--- src/rtl/matrix_pkg.sv ---
// Shared types and constants for the dot-matrix column scan sequencer.
package matrix_pkg;

  localparam int COLS  = 16;
  localparam int ROWS  = 16;
  localparam int COL_W = 4;

  typedef enum logic [2:0] {
    ST_IDLE,
    ST_BLANK,
    ST_LOAD,
    ST_STROBE,
    ST_DWELL
  } scan_state_t;

endpackage

--- src/rtl/matrix_frame_buffer.sv ---
// Double-buffered frame store: writes go to the back bank, reads come from the front bank.
module matrix_frame_buffer
  import matrix_pkg::*;
(
  input  logic             CLK,
  input  logic             RESET,
  input  logic             toggle,
  input  logic             wr_en,
  input  logic [COL_W-1:0] wr_addr,
  input  logic [ROWS-1:0]  wr_data,
  input  logic [COL_W-1:0] rd_addr,
  output logic [ROWS-1:0]  rd_data
);

  logic            front;
  logic [ROWS-1:0] mem [2][COLS];

  // Front-bank selector; flips only when the sequencer commits a swap.
  always_ff @(posedge CLK or posedge RESET) begin
    if (RESET) begin
      front <= 1'b0;
    end else if (toggle) begin
      front <= ~front;
    end
  end

  // Pixel storage is not reset. A write in the swap cycle still uses the old
  // back bank, which becomes the front bank at the same edge.
  always_ff @(posedge CLK) begin
    if (wr_en) begin
      mem[~front][wr_addr] <= wr_data;
    end
  end

  assign rd_data = mem[front][rd_addr];

endmodule

--- src/rtl/matrix_scan_ctrl.sv ---
// Column scan sequencer: blank/load/strobe/dwell per column, swaps banks only at frame boundaries.
//
//   state     | meaning
//   ----------+-----------------------------------------------
//   ST_IDLE   | scan stopped, display blanked, col held at 0
//   ST_BLANK  | BLANK cycles of blanking before a column load
//   ST_LOAD   | column index and data presented to the driver
//   ST_STROBE | COLUMN_CLK high, data held stable
//   ST_DWELL  | column lit for DWELL cycles
module matrix_scan_ctrl
  import matrix_pkg::*;
#(
  parameter int DWELL = 1000,
  parameter int BLANK = 4
) (
  input  logic             CLK,
  input  logic             RESET,
  input  logic             enable,
  input  logic             wr_en,
  input  logic [COL_W-1:0] wr_addr,
  input  logic [ROWS-1:0]  wr_data,
  input  logic             swap_req,
  output logic             swap_ack,
  output logic             frame_start,
  output logic [COL_W-1:0] column_seg,
  output logic [ROWS-1:0]  out_column,
  output logic             COLUMN_CLK,
  output logic             OUT_CLR
);

  localparam int MAX_WAIT = (DWELL > BLANK) ? DWELL : BLANK;
  localparam int CNT_W    = $clog2(MAX_WAIT + 1);

  scan_state_t      state_q, state_d;
  logic [COL_W-1:0] col_q, col_d;
  logic [CNT_W-1:0] cnt_q, cnt_d;
  logic             swap_pending_q, swap_pending_d;
  logic             boundary, swap_now;
  logic [ROWS-1:0]  rd_data;

  matrix_frame_buffer u_frame_buffer (
    .CLK     (CLK),
    .RESET   (RESET),
    .toggle  (swap_now),
    .wr_en   (wr_en),
    .wr_addr (wr_addr),
    .wr_data (wr_data),
    .rd_addr (col_d),
    .rd_data (rd_data)
  );

  // Next-state, wait-counter reload/decrement, column stepping and swap decision.
  always_comb begin
    state_d = state_q;
    col_d   = col_q;
    cnt_d   = cnt_q;
    if (!enable) begin
      state_d = ST_IDLE;
      col_d   = '0;
    end else begin
      case (state_q)
        ST_IDLE: begin
          state_d = ST_BLANK;
          col_d   = '0;
          cnt_d   = CNT_W'(BLANK - 1);
        end
        ST_BLANK: begin
          if (cnt_q == '0) state_d = ST_LOAD;
          else             cnt_d   = cnt_q - CNT_W'(1);
        end
        ST_LOAD: state_d = ST_STROBE;
        ST_STROBE: begin
          state_d = ST_DWELL;
          cnt_d   = CNT_W'(DWELL - 1);
        end
        ST_DWELL: begin
          if (cnt_q == '0) begin
            state_d = ST_BLANK;
            cnt_d   = CNT_W'(BLANK - 1);
            col_d   = col_q + COL_W'(1);
          end else begin
            cnt_d = cnt_q - CNT_W'(1);
          end
        end
        default: state_d = ST_IDLE;
      endcase
    end

    // A request arriving on the boundary cycle itself is honoured there.
    boundary = enable && (state_q == ST_DWELL) && (cnt_q == '0) &&
               (col_q == COL_W'(COLS - 1));
    swap_now = (boundary && (swap_pending_q || swap_req)) ||
               ((state_q == ST_IDLE) && swap_pending_q);
    swap_pending_d = swap_now ? 1'b0 : (swap_pending_q || swap_req);
  end

  // Sequencer state, column index, wait counter and pending swap.
  always_ff @(posedge CLK or posedge RESET) begin
    if (RESET) begin
      state_q        <= ST_IDLE;
      col_q          <= '0;
      cnt_q          <= '0;
      swap_pending_q <= 1'b0;
    end else begin
      state_q        <= state_d;
      col_q          <= col_d;
      cnt_q          <= cnt_d;
      swap_pending_q <= swap_pending_d;
    end
  end

  // Registered driver outputs, decoded from the state being entered so they line up with it.
  always_ff @(posedge CLK or posedge RESET) begin
    if (RESET) begin
      column_seg  <= '0;
      out_column  <= '0;
      COLUMN_CLK  <= 1'b0;
      OUT_CLR     <= 1'b1;
      swap_ack    <= 1'b0;
      frame_start <= 1'b0;
    end else begin
      OUT_CLR     <= (state_d != ST_DWELL);
      COLUMN_CLK  <= (state_d == ST_STROBE);
      frame_start <= (state_d == ST_LOAD) && (col_d == '0);
      swap_ack    <= swap_now;
      if (state_d == ST_LOAD) begin
        column_seg <= col_d;
        out_column <= rd_data;
      end else if (state_d == ST_IDLE) begin
        column_seg <= '0;
        out_column <= '0;
      end else if (state_d == ST_BLANK) begin
        out_column <= '0;
      end
    end
  end

endmodule

--- config.mk ---
export PLATFORM = sky130hd
export DESIGN_NAME = matrix_scan_ctrl
export DESIGN_NICKNAME = d
export VERILOG_FILES = /design/src/rtl/matrix_pkg.sv /design/src/rtl/matrix_frame_buffer.sv /design/src/rtl/matrix_scan_ctrl.sv
export SDC_FILE = /design/constraint.sdc
export NUM_CORES = 1
export LEC_CHECK = 0
export ABC_CLOCK_PERIOD_IN_PS = 4700
export CAP_MARGIN = 15
export CORE_MARGIN = 4
export CORE_UTILIZATION = 45
export DETAILED_ROUTE_END_ITERATION = 10
export GPL_TIMING_DRIVEN = 1
export MAX_ROUTING_LAYER = met4
export SYNTH_ARGS = -nofsm -noshare
export SYNTH_HDL_FRONTEND = slang
export SYNTH_SLANG_ARGS = --single-unit
--- constraint.sdc ---
create_clock -name CLK -period 4.7 [get_ports CLK]
set_input_delay 0.94 -clock CLK [delete_from_list [all_inputs] [get_ports CLK]]
set_output_delay 0.94 -clock CLK [all_outputs]
set_load 0.01 [all_outputs]
# Word level (Yosys, flattened, before mapping)
# Memories as Yosys holds them, arrays and structs flattened.
# Index checks and enable logic that the tools add are counted.
# totals
out_inout_bits	24
n_memories	1
in_bits	25
ram_bits	512
regBits	43
wordCells	70
# op_classes
order_cmp	3
reduce_logical	17
bitwise	3
add_sub_neg	2
eq_ne	10
muxes	23
# mem_list
memory	words	width	read_ports	rd_ports_with_merged_regs	write_ports	line	rtl
u_frame_buffer.mem	2	256	1	0	1	matrix_frame_buffer.sv:16	logic [ROWS-1:0] mem [2][COLS];
# ops
op	n
two-way mux 256 bit	1
two-way mux 16 bit	6
binary-select mux 16 bit (select 4 bit)	1
demux 16 bit (select 4 bit)	1
one-hot mux 10 bit (4 select lines)	1
two-way mux 10 bit	2
two-way mux 4 bit	4
one-hot mux 3 bit (5 select lines)	1
equality test 3 x 2 -> 1 bit, second input constant	4
greater-or-equal comparator 5 bit, second input constant	2
zero test 10 bit	1
inverter 4 -> 5 bit	2
subtractor 10 x 1 -> 10 bit, second input constant	1
two-way mux 3 bit	3
one-hot mux 4 bit (2 select lines)	1
logical AND 1 bit	7
equality test 3 x 1 -> 1 bit, second input constant	2
zero test 3 bit	2
less-than comparator 5 x 1 -> 1 bit, second input constant	1
adder 4 x 1 -> 4 bit, second input constant	1
equality test 4 bit, second input constant	1
zero test 4 bit	1
nonzero test 4 bit	1
equality test 3 bit, second input constant	1
8 further kinds	10

# Longest topological paths before layout
# Gate-level depths: netlist (run 1).
# logic_depth
word_depth	9
ltp_mapped	14
depth_no_buf	11

# Hierarchy
# From an unflattened synthesis (run 1), not the netlist that was laid out.
# unflattened
cells_unflattened	1321
area_unflattened_um2	22271.4
# by_module_without_submodules
module	area_each_um2	n_inst	seq_area_each_um2	cells_each
matrix_frame_buffer	20241.9	1	15399.8	1131
matrix_scan_ctrl	2029.4	1	1052.3	190

# Worst setup path after synthesis (run 1)
# No wires, ideal clock.
# synth_timing
path_kind	reg2reg
startpoint	register u_frame_buffer.front
endpoint	memory u_frame_buffer.mem[0][0] (netlist name) (enable)
setup_slack_ns	1.598
setup_ns	0.388
synth_period_minus_slack_ns	3.102
n_path_buf	5
arrival_time_ns	2.714
path_stages_with_launch	8
required_time_ns	4.312
path_cell_list	dfrtp_1 clkbuf_1 buf_2 buf_1 clkbuf_1 buf_1 nand3_1 nor2_1
# synth_via
elab_chain_len	1
# synth_rtl
element	line	rtl
start: declaration	matrix_frame_buffer.sv:15	logic front;
start signal: assignment	matrix_frame_buffer.sv:23	front <= ~front;
inverter 1 bit	matrix_frame_buffer.sv:31	mem[~front][wr_addr] <= wr_data;
end: declaration	matrix_frame_buffer.sv:16	
# Every way passes these cells.

# Final worst setup path (run 1)
# layout_timing
startpoint	register cnt_q[0]
endpoint	register out_column[10]
# layout_via
elab_chain_len	9
elab_cells_between_ends	18
classes_between	eq/ne (2); mux (12); bitwise (1); reduce/logical (3)
# layout_rtl
element	line	rtl
start: declaration	matrix_scan_ctrl.sv:36	logic [CNT_W-1:0] cnt_q, cnt_d;
start signal: assignment	matrix_scan_ctrl.sv:107	cnt_q <= cnt_d;
zero test 10 bit (*)	matrix_scan_ctrl.sv:68, matrix_scan_ctrl.sv:77	
two-way mux 4 bit	matrix_scan_ctrl.sv:77	if (cnt_q == '0) begin
one-hot mux 4 bit (2 select lines)	matrix_scan_ctrl.sv:61	case (state_q)
two-way mux 4 bit	matrix_scan_ctrl.sv:57	if (!enable) begin
inverter 4 -> 5 bit (implied by the code)	matrix_frame_buffer.sv:35	assign rd_data = mem[front][rd_addr];
binary-select mux 16 bit (select 4 bit)	matrix_frame_buffer.sv:35	
two-way mux 16 bit (implied by the code) (2 in a row)	matrix_frame_buffer.sv:35	
two-way mux 16 bit	matrix_scan_ctrl.sv:126	if (state_d == ST_LOAD) begin
end signal: assignment	matrix_scan_ctrl.sv:128	out_column <= rd_data;
end: declaration	matrix_scan_ctrl.sv:26	output logic [ROWS-1:0] out_column,
# Mark *: on every way between the ends. The rest lies on a longest branch, timed or not. The select of a mux whose other input is x is not followed.
# A chain may end at the register's enable or synchronous reset.

==> results of run 1 <==
## state kept, by name, summed over array words and instances (netlist names)
register / count
COLUMN_CLK: 1
OUT_CLR: 1
col_q: 4
u_frame_buffer.mem: 512
out_column: 16
swap_pending_q: 1
cnt_q: 10
state_q: 3
frame_start: 1
column_seg: 4
u_frame_buffer.front: 1
swap_ack: 1
## path summary, 6_finish.rpt
kind,startpoint,to,slack (ns),cells past startpoint
setup / recovery,cnt_q[0]$_DFFE_PP0P_,out_column[10]$_DFFE_PP0P_,0.91,12
hold / removal,cnt_q[0]$_DFFE_PP0P_,cnt_q[0]$_DFFE_PP0P_,0.47,1
setup reg to reg,cnt_q[0]$_DFFE_PP0P_,out_column[10]$_DFFE_PP0P_,0.91,12
hold reg to reg,cnt_q[0]$_DFFE_PP0P_,cnt_q[0]$_DFFE_PP0P_,0.47,1
max in group asynchronous,RESET,OUT_CLR$_DFF_PP1_,3.19,3
min in group asynchronous,RESET,out_column[11]$_DFFE_PP0P_,0.71,2
## worst max-delay path: stages (launching register included)
cell	delay, ns
dfrtp_1	0.39
inv_1	0.08
ha_1	0.20
or3b_2	0.59
nor4_1	0.55
o31ai_4	0.15
clkinv_2	0.21
buf_12	0.24
mux4_2	0.38
a22oi_1	0.21
a21oi_1	0.08
a2111oi_0	0.46
a31oi_1	0.07
## power by group through the flow
stage	registers, mW	logic [mW]	clock network, mW
2_1_floorplan	5.64	0.908	0
3_3_place_gp	5.75	1.28	0
3_5_place_dp	5.76	1.28	0
4_1_cts	5.66	1.28	4.26
5_1_grt	5.67	1.35	4.46
6_report	5.65	1.26	4.17
## layout make-up
| class | count | area (um2) |
|---|---|---|
| fill | 3832 | 22700 |
| sequential | 555 | 16500 |
| multi-input combinational | 626 | 5110 |
| clock buffer | 73 | 1530 |
| timing repair buffer | 111 | 1070 |
| tap | 615 | 769 |
| clock inverter | 27 | 173 |
| inverter | 13 | 52.6 |
## per-stage QoR
step	instances	area, um2	hold slack (ns)	util (%)	total power, mW
2_1_floorplan	1264	21900	0.440	-	6.55
3_3_place_gp	1916	23400	0.461	48.8	7.03
3_5_place_dp	1917	23400	0.474	48.9	7.03
4_1_cts	2017	25100	0.482	52.4	11.2
5_1_grt	2020	25200	0.534	52.6	11.5
6_report	2020	25200	0.475	52.6	11.1
## layout by cell type, fill, tap and decap left out, types with 28 or more instances in the layout
| cell type | synthesis | routed |
|---|---|---|
| nand3_1 | 41 | 41 |
| a21oi_1 | 28 | 28 |
| dfrtp_1 | 42 | 41 |
| edfxtp_1 | 512 | 512 |
| nand2_1 | 137 | 137 |
| clkdlybuf4s50_1 | 0 | 48 |
| buf_4 | 9 | 55 |
| clkbuf_16 | 0 | 59 |
| nor2_1 | 65 | 41 |
| mux2i_1 | 46 | 45 |
| mux4_2 | 76 | 76 |
## logic make-up after synthesis
logic type,after synthesis,synth area share (%)
AO/OA/AOI/OAI,180,5.95
XOR/XNOR,1,0.0401
adder cells (fa/ha/maj),2,0.114
buffers and inverters,83,1.72
flip-flops,555,75.2
multiplexers,130,10.3
AND/OR/NAND/NOR,313,6.59
## synthesized netlist by cell type (4+ instances only)
cell type    n  area, um2
a22oi_1     11       82.6
a21oi_1     28        140
a211o_1      6       52.6
buf_4        9       67.6
a32oi_1     18        158
a2111oi_0    4       35.0
buf_2       17       85.1
o21ai_0     21        105
nor2b_1      4       25.0
a22o_1       9       78.8
nor4_1       7       43.8
o22ai_1      6       37.5
nand2b_1     5       31.3
clkbuf_1    39        146
inv_1       10       37.5
a221oi_1    11       96.3
o21ai_1      8       40.0
nand2_1    137        514
mux2_2       8       90.1
a221o_1      9       90.1
and3_1       5       31.3
or3b_2       4       35.0
mux4_2      76       1710
buf_1        4       15.0
edfxtp_1   512      15400
nor3_1       9       45.0
nand3b_1     6       45.0
nor2_1      65        244
nand3_1     41        205
dfrtp_1     42       1050
a31oi_1     27        169
nand4_1     11       68.8
mux2i_1     46        460
## metal layers
layer  global-route usage [%]  share of wire (%)  up-vias  wire length [um]
li1                         -                  -     5275                 -
met5                        -                  0        -                 0
met3                     3.22                5.7       83              3000
met4                     5.26                2.3        0              1200
met2                     33.5                 50      392             26400
met1                     27.6                 42     6249             22100
==> run_results.csv, run 1 <==
group,metric,value,unit
timing,hold_viol,0,
clocking,root_buffer,"clkbuf_16",
global_route,antenna_found_initial,0,
clocking,cts.repair.resized,0,
drt,drc,0,
floorplanning,ios,49,
pwr,pwr-share-comb,11.4,%
timing,fmax,0.264,GHz
clocking,clkTransAtPathRegs,0.06,ns
critical_path,worstSetupPathType,"reg -> reg",
pwr,power.net_switching,2.61,mW
critical_path,required,5.16,ns
drt,route.vias.total,12000,
critical_path,startpoint_type,"flip-flop",
synth,synth_ff_type,"edfxtp_1",
drt,ant_nets,0,
critical_path,cp_max_fo,31,
synth,ys_ff_latch,555,
timing,slew_viol_final,0,
floorplanning,core.rowCount,80,
clocking,hold_buffers,0,
global_route,grt_start_max_net_pins,55,
synth,async_reset_ff_share,7.75,%
drt,drt-vias-per-instance,5.94,
synth,synth.avg_cell_area,17.3,um2
clocking,post_cts_buffers,0,
pwr,p_clk_share,37.6,%
synth,synthDistinctLibCells,63,
drt,dr.pass1.iters,5,
clocking,clock_latency,0.60,ns
drt,drtIter0Drc,1152,
synth,synth_fp_nets,1291,
timing,rsz0062_at_grt,"no",
timing,setup_viol,0,
flow_run,maxCapViolCount,0,
floorplanning,die_area,52200,um2
pwr,powerDensity,440,nW/um2
timing,fin_crit,3.79,ns
clocking,numCtsBuffers,57,
final_layout,area_growth_syn_to_layout,15.1,%
timing,fin_skew,0.0130,ns
synth,ys_warn_count,0,
timing,finalCritPeriodShare,80.6,%
final_layout,layout-drive-gt1-share,18.6,%
place,dp_worst_setup_slack,0.664,ns
place,port-buffer-count,48,
timing,tns,0,ns
pwr,p_seq_share,51.0,%
clocking,cts.sinks,555,
timing,tightest_slew,1.13,ns
pwr,switching_share,23.6,%
global_route,grt.overflow.total,0,
floorplanning,coreArea,47800,um2
synth,seq_area_frac_synth,75.2,%
timing,fin_ws,0.913,ns
floorplanning,fp.dieW,228,um
final_layout,antennaDiodeCount,0,
floorplanning,fp.dieH,228,um
min_path,hp-class,"reg -> reg",
clocking,htree_levels,2,
final_layout,finalNetCount,1391,
pwr,ir_drop,310,uV
global_route,grt_pass1_wl,78600,um
drt,wl_per_cell,26.1,um
clocking,clk_path_buf_depth,3,
timing,slew_headroom,24.2,%
synth,syn_inst,1264,
synth,synth-edff-count,512,
global_route,grt_pass1_vias,12000,
outcome,status,"finished clean",
pwr,cellInternalPower,8.46,mW
place,hpwl,32500,um
pwr,p_leak,8.11,nW
place,gp_congestion,0.856,
critical_path,cp.arrival,4.25,ns
critical_path,endpoint_kind,"flip-flop",
floorplanning,start_util,45.7,%
clocking,cts_tree,"yes",
drt,wl,52700,um
synth,syn_area,21900,um2
global_route,grt_usage,20.6,%
Note: power is estimated with default switching activity, not from simulation.
==> inputs of run 2 (changes only) <==
--- a/config.mk
+++ b/config.mk
@@ -5,7 +5,7 @@
 export SDC_FILE = /design/constraint.sdc
 export NUM_CORES = 1
 export LEC_CHECK = 0
-export ABC_CLOCK_PERIOD_IN_PS = 4700
+export ABC_CLOCK_PERIOD_IN_PS = 3700
 export CAP_MARGIN = 15
 export CORE_MARGIN = 4
 export CORE_UTILIZATION = 45
==> constraint.sdc (replaced) <==
create_clock -name CLK -period 3.7 [get_ports CLK]
set_input_delay 0.74 -clock CLK [delete_from_list [all_inputs] [get_ports CLK]]
set_output_delay 0.74 -clock CLK [all_outputs]
set_load 0.01 [all_outputs]
==> run 2 against run 1 <==
Net effect:
- via count up 1.2%
- largest power group unchanged
- sequential share of layout area decreased by 0.97 points
- setup slack worse by 0.69 ns
==> run_results.csv, run 2 (synthesis gave the netlist of run 1 again) <==
group,metric,value,unit
final_layout,layout_commonest_cell,"edfxtp_1",
pwr,ir_drop,369,uV
timing,tns,0,ns
drt,wl_per_cell,26.0,um
final_layout,antennaDiodeCount,0,
critical_path,cp_max_fo,31,
drt,drc,0,
timing,setup_viol,0,
timing,slew_headroom,26.6,%
clocking,cts_tree,"yes",
final_layout,area_growth_syn_to_layout,16.8,%
timing,rsz0062_at_grt,"no",
timing,slew_viol_final,0,
timing,fin_crit,3.48,ns
critical_path,startpoint_type,"flip-flop",
clocking,clkTransAtPathRegs,0.06,ns
final_layout,reg_top3,"u_frame_buffer.mem x512, out_column x16, cnt_q x10",
place,hpwl,33300,um
drt,wl,53500,um
floorplanning,fp.dieW,228,um
min_path,hp-class,"in -> async",
clocking,numCtsBuffers,56,
final_layout,utilization,53.4,%
global_route,antenna_found_initial,0,
pwr,powerDensity,561,nW/um2
final_layout,regMostFlops,"u_frame_buffer.mem",
timing,tightest_slew,1.10,ns
timing,fin_skew,0.0222,ns
critical_path,required,4.17,ns
outcome,status,"finished clean",
clocking,cts.sinks,555,
timing,hold_viol,0,
drt,ant_nets,0,
timing,finalCritPeriodShare,94.0,%
clocking,root_buffer,"clkbuf_16",
critical_path,max_stage_delay,0.59,ns
clocking,clk_path_buf_depth,3,
pwr,p_leak,8.35,nW
floorplanning,start_util,45.7,%
floorplanning,ios,49,
drt,drt-vias-per-instance,5.90,
global_route,grt_pass1_wl,79700,um
floorplanning,fp.dieH,228,um
final_layout,layout-drive-gt1-share,21.3,%
critical_path,cp.arrival,3.94,ns
floorplanning,coreArea,47800,um2
clocking,post_cts_buffers,0,
pwr,total_power,14.3,mW
global_route,grt_usage,21.0,%
final_layout,finalNetCount,1423,
critical_path,cpMaxStageDelayCell,"or3b_2",
critical_path,rrSetupSlack,0.22,ns
floorplanning,core.rowCount,80,
final_layout,layout_common_cells,"512 x edfxtp_1, 137 x nand2_1, 85 x buf_4",
flow_run,maxCapViolCount,0,
critical_path,worstSetupPathType,"reg -> reg",
drt,route.vias.total,12100,
final_layout,largest_reg_flops,512,
place,gp_congestion,0.841,
critical_path,path_cells,"inv_1, ha_1, or3b_2, nor4_2, o31ai_4, clkinv_2, buf_12, buf_4, or3_1, o22ai_1, a211o_1, a21oi_1, o21ai_1",
place,port-buffer-count,48,
global_route,grt.overflow.total,0,
critical_path,r2r_cells,13,
critical_path,timing.rr.start,"cnt_q[0]$_DFFE_PP0P_",
clocking,clock_latency,0.60,ns
critical_path,endpoint_kind,"flip-flop",
global_route,grt_pass1_vias,12300,
clocking,htree_levels,2,
drt,drtIter0Drc,1193,
global_route,grt_start_max_net_pins,55,
critical_path,timing.rr.end,"out_column[1]$_DFFE_PP0P_",
timing,fmax,0.288,GHz
drt,dr.pass1.iters,5,
floorplanning,die_area,52200,um2
## run 2: power breakdown
group          internal, mW  switching, mW  leakage, nW
logic                 0.761          0.873         2.27
registers              7.00          0.176         5.19
clock network          3.21           2.30        0.883
total                  11.0           3.35         8.35
## run 2: how the worst max path moves through the flow
stage	startpoint	endpoint	slack, ns
after floorplan	u_frame_buffer.front$_DFFE_PP0P_	u_frame_buffer.mem[0][0]$_DFFE_PP_	0.60
after global placement	cnt_q[0]$_DFFE_PP0P_	out_column[11]$_DFFE_PP0P_	0.13
after detailed placement	cnt_q[0]$_DFFE_PP0P_	out_column[1]$_DFFE_PP0P_	0.07
after CTS	cnt_q[0]$_DFFE_PP0P_	out_column[1]$_DFFE_PP0P_	0.06
after global routing	cnt_q[0]$_DFFE_PP0P_	out_column[1]$_DFFE_PP0P_	0.02
final	cnt_q[0]$_DFFE_PP0P_	out_column[1]$_DFFE_PP0P_	0.22
## run 2: area by class of cell
class | instances | area [um2]
clock buffers | 71 | 1500
clock inverters | 35 | 300
fillers | 3821 | 22300
inverters | 13 | 52.6
multi-input cells | 626 | 5120
flip-flops and latches | 555 | 16500
well taps | 615 | 769
repair buffers | 144 | 1340
## run 2: layer usage
layer,vias up,track usage (%),share of wire [%]
li1,5327,-,-
met4,0,5.76,2.5
met5,-,-,0
met1,6285,28.2,42
met2,431,33.9,49
met3,95,3.34,5.7
## run 2: critical path, delay by kind of cell (launching register included)
kind                       cells  cell delay, ns
and+or+nand+nor                3            1.28
AOI/OAI and AO/OA              5            0.92
adders and majority gates      1            0.20
buffers and inverters          4            0.56
DFF                            1            0.39
## run 2: what timing repair did
action | 4_1_cts | 5_1_grt
endpoints found under the setup margin | 0 | 5
resized for setup | 0 | 2
hold buffers | 0 | 0
## run 2: through the flow
step,worst slack (ns),std cells,hold slack (ns),area [um2]
3_5_place_dp,0.0750,1953,0.467,23700
3_3_place_gp,0.127,1953,0.461,23700
2_1_floorplan,0.598,1264,0.440,21900
5_1_grt,0.0167,2059,0.500,25500
6_report,0.222,2059,0.463,25500
4_1_cts,0.0638,2059,0.461,25500
